==> src/rtl/uart_cmd_bridge.sv <==
// Serial-debug command responder: pops 'W addr data' / 'R addr' frames from the UART RX FIFO,
// runs one register-bus transaction per frame and pushes a one-byte reply into the UART TX FIFO.
module uart_cmd_bridge #(
  parameter int TimeoutBits    = 16,
  parameter int AckTimeoutBits = 8
) (
  input  logic       i_clk,
  input  logic       i_rst_n,
  input  logic       i_fifo_empty,
  output logic       o_fifo_read,
  input  logic [7:0] i_fifo_rdata,
  input  logic       i_fifo_full,
  output logic       o_fifo_write,
  output logic [7:0] o_fifo_wdata,
  output logic       o_reg_req,
  output logic       o_reg_we,
  output logic [7:0] o_reg_addr,
  output logic [7:0] o_reg_wdata,
  input  logic       i_reg_ack,
  input  logic [7:0] i_reg_rdata,
  output logic       o_frame_err
);

  // state    | meaning
  // IDLE     | waiting for an opcode byte
  // GET_ADDR | opcode accepted, waiting for the address byte
  // GET_DATA | write frame, waiting for the data byte
  // BUS      | register request outstanding
  // RESP     | reply byte loaded, waiting for TX FIFO space

  localparam logic [7:0] OpWrite = 8'h57;
  localparam logic [7:0] OpRead  = 8'h52;
  localparam logic [7:0] RespAck = 8'h06;
  localparam logic [7:0] RespNak = 8'h15;

  // Both timeouts fire on the cycle whose increment would reach all-ones.
  localparam logic [TimeoutBits-1:0]    IbtLast = ~TimeoutBits'(1);
  localparam logic [AckTimeoutBits-1:0] AckLast = ~AckTimeoutBits'(1);

  typedef enum logic [2:0] {
    IDLE,
    GET_ADDR,
    GET_DATA,
    BUS,
    RESP
  } state_t;

  state_t state, state_nxt;

  logic [TimeoutBits-1:0]    ibt_cnt;
  logic [AckTimeoutBits-1:0] ack_cnt;
  logic                      mid_frame;
  logic                      opcode_ok;
  logic                      ibt_expire;
  logic                      ack_expire;

  assign mid_frame  = (state == GET_ADDR) || (state == GET_DATA);
  assign opcode_ok  = (i_fifo_rdata == OpWrite) || (i_fifo_rdata == OpRead);
  assign ibt_expire = mid_frame && !o_fifo_read && (ibt_cnt == IbtLast);
  assign ack_expire = (state == BUS) && !i_reg_ack && (ack_cnt == AckLast);

  always_ff @(posedge i_clk or negedge i_rst_n) begin
    if (!i_rst_n) begin
      state <= IDLE;
    end else begin
      state <= state_nxt;
    end
  end

  always_comb begin
    state_nxt = state;
    case (state)
      IDLE: begin
        if (o_fifo_read) begin
          state_nxt = opcode_ok ? GET_ADDR : RESP;
        end
      end
      GET_ADDR: begin
        if (o_fifo_read) begin
          state_nxt = o_reg_we ? GET_DATA : BUS;
        end else if (ibt_expire) begin
          state_nxt = IDLE;
        end
      end
      GET_DATA: begin
        if (o_fifo_read) begin
          state_nxt = BUS;
        end else if (ibt_expire) begin
          state_nxt = IDLE;
        end
      end
      BUS: begin
        if (i_reg_ack || ack_expire) begin
          state_nxt = RESP;
        end
      end
      RESP: begin
        if (!i_fifo_full) begin
          state_nxt = IDLE;
        end
      end
      default: state_nxt = IDLE;
    endcase
  end

  always_comb begin
    o_fifo_read  = 1'b0;
    o_fifo_write = 1'b0;
    if ((state == IDLE) || mid_frame) begin
      o_fifo_read = !i_fifo_empty;
    end
    if (state == RESP) begin
      o_fifo_write = !i_fifo_full;
    end
  end

  always_ff @(posedge i_clk or negedge i_rst_n) begin
    if (!i_rst_n) begin
      o_reg_req    <= 1'b0;
      o_reg_we     <= 1'b0;
      o_reg_addr   <= 8'h00;
      o_reg_wdata  <= 8'h00;
      o_fifo_wdata <= 8'h00;
      o_frame_err  <= 1'b0;
      ibt_cnt      <= '0;
      ack_cnt      <= '0;
    end else begin
      o_reg_req   <= (state_nxt == BUS);
      o_frame_err <= ibt_expire;

      if (mid_frame && !o_fifo_read && !ibt_expire) begin
        ibt_cnt <= ibt_cnt + TimeoutBits'(1);
      end else begin
        ibt_cnt <= '0;
      end

      if ((state == BUS) && (state_nxt == BUS)) begin
        ack_cnt <= ack_cnt + AckTimeoutBits'(1);
      end else begin
        ack_cnt <= '0;
      end

      case (state)
        IDLE: begin
          if (o_fifo_read) begin
            o_reg_we <= (i_fifo_rdata == OpWrite);
            if (!opcode_ok) begin
              o_fifo_wdata <= RespNak;
            end
          end
        end
        GET_ADDR: begin
          if (o_fifo_read) begin
            o_reg_addr <= i_fifo_rdata;
          end
        end
        GET_DATA: begin
          if (o_fifo_read) begin
            o_reg_wdata <= i_fifo_rdata;
          end
        end
        BUS: begin
          if (i_reg_ack) begin
            o_fifo_wdata <= o_reg_we ? RespAck : i_reg_rdata;
          end else if (ack_expire) begin
            o_fifo_wdata <= RespNak;
          end
        end
        default: ;
      endcase
    end
  end

endmodule

==> config.mk <==
export PLATFORM = sky130hd
export DESIGN_NAME = uart_cmd_bridge
export DESIGN_NICKNAME = d
export VERILOG_FILES = /design/src/rtl/uart_cmd_bridge.sv
export SDC_FILE = /design/constraint.sdc
export NUM_CORES = 1
export LEC_CHECK = 0
export ABC_AREA = 1
export ABC_CLOCK_PERIOD_IN_PS = 3820
export CAP_MARGIN = 20
export CORE_MARGIN = 1.5
export CORE_UTILIZATION = 50
export DETAILED_ROUTE_END_ITERATION = 10
export HOLD_SLACK_MARGIN = 0.1
export PLACE_DENSITY = 0.86
export REMOVE_ABC_BUFFERS = 1
export SYNTH_ARGS = -nofsm -noshare
export SYNTH_HDL_FRONTEND = slang
export SYNTH_SLANG_ARGS = --single-unit
==> constraint.sdc <==
create_clock -name i_clk -period 3.82 [get_ports i_clk]
set_clock_uncertainty 0.15 [all_clocks]
set_input_delay 0.764 -clock i_clk [delete_from_list [all_inputs] [get_ports i_clk]]
set_output_delay 0.764 -clock i_clk [all_outputs]
set_load 0.005 [all_outputs]
# Word level (Yosys, flattened, before mapping)
# Cells that the tools add are included.
# op_classes
add_sub_neg	2
n_eq_ne	12
n_mux	19
n_reduce_logical	21
# op_table
op	n
two-way mux 8 bit	6
two-way mux 3 bit	7
adder 16 x 1 -> 16 bit (second input constant)	1
== test 16 bit (second input constant)	1
== test 8 x 7 -> 1 bit (second input constant)	2
two-way mux 16 bit	1
one-hot mux 8 bit (2 select lines)	1
one-hot mux 3 bit (5 select lines)	1
== test 3 x 2 -> 1 bit (second input constant)	3
adder 8 x 1 -> 8 bit (second input constant)	1
== test 8 bit (second input constant)	1
logical AND 1 bit	6
AND reduction 2 bit	3
logical NOT 1 bit	5
logical OR 1 bit	4
inequality test 2 bit (second input constant)	2
AND reduction 4 bit	1
== test 3 x 1 -> 1 bit (second input constant)	1
== test 3 bit (second input constant)	1
logical NOT 3 bit	1
two-way mux 1 bit	3
inequality test 3 bit (second input constant)	1
nonzero test 2 bit	1
# totals
regBits	54
in_bits	21
out_inout_bits	29
elab_cells	63

# Longest topological paths before layout
# depth
ltp_word	13
depth_mapped	11
ltp_nobuf	11

# Least setup slack after synthesis
# No wires, ideal clock.
# synth_path
path_type	input-to-output
startpoint	input i_fifo_empty
endpoint	output o_fifo_read
arrival_ns	1.167
required_time_ns	2.906
setup_slack_ns	1.739
cell_stages	3
n_path_buf	0
path_cell_list	nor2_1 > nand2_2 > inv_2
# synth_between
elab_chain_cells	2
# synth_lines
item	line_no	rtl
from (decl)	9	input logic i_fifo_empty,
logical NOT 1 bit	110	o_fifo_read = !i_fifo_empty;
two-way mux 1 bit	109	if ((state == IDLE) || mid_frame) begin
to (decl)	10	output logic o_fifo_read,
# Every way passes these cells.

# Worst setup path in the final report
# Ends and elaborated chain as after synthesis.

==> run metrics <==
Yosys warning count=0; Max stage delay on crit path=0.51 ns; measured slew at the worst slew-check pin=0.9174 ns; top cells by area, synth=sky130_fd_sc_hd__dfrtp_1, sky130_fd_sc_hd__nand2_1, sky130_fd_sc_hd__nor2_1; dpl cell area=0.003232 sq mm; area of the die=0.005793 sq mm; Post-CTS Setup Inserts=0; post-synthesis instance area=0.002673 sq mm; Post-Place Setup Slack=0.6955 ns; number of input and output port buffers inserted=49; clock slew at the register clock pins of the worst setup and hold paths=0.10 ns; combinational power share=0.173; ANT cells=0; Die X-Extent=76.11 um; Int Power=859.6 uW; number of hold buffers added after cts=0; residual overflow from global routing=0; slowest CP cell=sky130_fd_sc_hd__clkdlybuf4s50_1; CP Capture Point=o_fifo_read; Avg WL per Cell=12.39 um; Data required, critical path=2.91 ns; Core Rows=26; crit path launch=i_fifo_empty; number of levels the H-tree was split into=2; endpoint type of the worst setup path=output port; number of buffers and inverters on the critical path=3; family with the most delay on the worst path=buffers and inverters; number of cells in the finished layout apart from fillers=449; effective utilization at floorplan=0.5200; switching power=310.5 uW; endpoint of the most critical register-to-register path=o_reg_addr[4]; number of synthesized register bits=54; Final Hold Violating Endpoints=0; number of top-level pins=50; DRT iter0 DRCs=92; depth of the critical timing path with buffers and inverters included=5; Final Util=0.6492; number of nets with antenna violations after routing=0; vias in the first global route=2241; worst r2r path cells=3; cell-by-cell listing of the critical path=clkdlybuf4s50_1, nor2_1, nand2_2, inv_2, clkdlybuf4s50_1; Register-to-Register Setup Slack=1.98 ns; worst hold path type=flop to flop; Worst-Skew Late Latency=0.31 ns; routed via count divided by cell count=4.906; Die Ht=76.11 um; Final Cell Area=0.003337 sq mm; maximum number of pins on one net before global-route repair=42; instance count after placement with tap cells included=441; EDFF count, synth=0; sequential element share of the synthesized area=0.5056; headroom to the max-slew limit=0.3884; number of instances in the synthesized netlist=324; critical path start-end classification=input port to output port; power share of the clock group=0.300; Final WS setup=0.6638 ns; average footprint of a synthesized cell=8.249 sq um; number of setup violations in the final report=0; WL final=5.561 mm; total global-route track usage=0.2077; TritonCTS Sinks=54; TritonCTS clock tree=done; areal power density over the cells=350.7 mW/mm^2; post-synth cell types=33; initial antenna violation count=0; worst reg2reg startpoint=state[2]; maximum clock path buffer count=2; most frequent cell on the critical path=sky130_fd_sc_hd__clkdlybuf4s50_1; number of gates resized after cts=0; upper clock frequency limit=316.8 MHz; P&R area growth vs syn=24.86%; most common cell in the netlist=sky130_fd_sc_hd__nand2_1; share of the cycle needed by the critical path after routing=0.8262; clock tree root buffer cell=sky130_fd_sc_hd__clkbuf_8; HPWL after detailed placement=4.123 mm; Slew Limit Fails=0; # DRC=0; list of most frequent post-synthesis cells=sky130_fd_sc_hd__nand2_1, sky130_fd_sc_hd__dfrtp_1, sky130_fd_sc_hd__nor2_1; crit path max fanout=4; wire length of the first global-routing pass=9.784 mm; RSZ-0062 raised after global routing=no; result of the run=finished clean; share of post-route cells with drive strength above 1=0.09499; Max VDD drop=0.0002386 V; data arrival time at the worst-slack endpoint=2.24 ns; minimum clock period after layout=3.156 ns; max-cap check violation count=0; startpoint type of the worst setup path=input port; Layout Nets=403; sequential share of power=0.526; switching part of the total=0.2654; Yosys top cell area share=0.5056; number of CTS-inserted buffers=5; fraction of registers with async set/reset=1.000; biggest area consumer among synthesized cells=sky130_fd_sc_hd__dfrtp_1; Core ar.=0.005140 sq mm; LEAKAGE=1.524 nW; top_reg_cell synth=sky130_fd_sc_hd__dfrtp_1; final sum of negative setup slack=0 ns; number of vias after detailed routing=2203; global placer's final weighted congestion=0.9447; 1st-pass router iterations=4
[how the worst min path moves through the flow]
stage	start	endpoint	slack [ns]	depth (start not counted)
finish	o_fifo_wdata[6]	o_fifo_wdata[6]	0.33	2
global route	ack_cnt[0]	ack_cnt[0]	0.36	1
CTS	o_fifo_wdata[6]	o_fifo_wdata[6]	0.33	2
floorplan	ack_cnt[0]	ack_cnt[0]	0.30	1
detailed placement	o_fifo_wdata[6]	o_fifo_wdata[6]	0.31	2
global placement	o_fifo_wdata[4]	o_fifo_wdata[4]	0.30	2
[sequential cells by signal, indices dropped and copies added (netlist names)]
name / flops
ack_cnt: 8
ibt_cnt: 16
o_fifo_wdata: 8
o_frame_err: 1
o_reg_addr: 8
o_reg_req: 1
o_reg_wdata: 8
o_reg_we: 1
state: 3
[cells in the final DEF, fill, tap and decap left out, drive strengths merged, types with 4 or more instances in the layout]
master	count
inv	40
ha	4
a21oi	7
nor2	49
nand2	100
xnor2	4
clkbuf	7
nor3b	4
clkdlybuf4s50	48
o21ai	23
dfrtp	54
nand3	18
nor3	6
[worst min-delay path: cells and delay by family, from the launching register on]
| family | cells | cell delay [ns] |
|---|---|---|
| DFF | 1 | 0.36 |
| and+or+nand+nor | 2 | 0.09 |
[final cells by class]
class	instances	area (sq um)
flip-flops and latches	54	1351
repair buffers	50	493.0
multi-input cells	227	1150
fillers	439	1803
clock inverters	1	8.758
inverters	40	150.1
well taps	70	87.58
clock buffers	7	96.34
[per-layer routing]
| layer | vias up | GRT usage | wire [um] |
|---|---|---|---|
| met5 | - | 0 | 0 |
| met4 | 0 | 0.06667 | 69 |
| met3 | 6 | 0.03832 | 208 |
| met2 | 44 | 0.3820 | 2819 |
| met1 | 1029 | 0.2445 | 2463 |
| li1 | 1124 | - | - |
[power groups by stage]
stage	clock network, mW	registers, mW	logic, mW
3_3_place_gp	0	0.625	0.198
3_5_place_dp	0	0.626	0.203
5_1_grt	0.378	0.619	0.227
4_1_cts	0.360	0.615	0.205
2_1_floorplan	0	0.626	0.0899
6_report	0.351	0.616	0.203
[per-stage QoR]
| stage | total power, mW | hold WS, ns |
|---|---|---|
| after CTS | 1.180 | 0.3325 |
| final | 1.170 | 0.3282 |
| after floorplan | 0.7160 | 0.3046 |
| after global placement | 0.8230 | 0.3043 |
| after detailed placement | 0.8285 | 0.3082 |
| after global routing | 1.224 | 0.3607 |
[cell families after synthesis]
group                      share of synthesized area
xor gates and xnor gates                     0.02294
DFF                                           0.5056
adders and majority gates                    0.01873
and+or+nand+nor                               0.3127
AOI/OAI and AO/OA                            0.07585
buffers and inverters                        0.06414
Power figures use the tool's default switching activity.
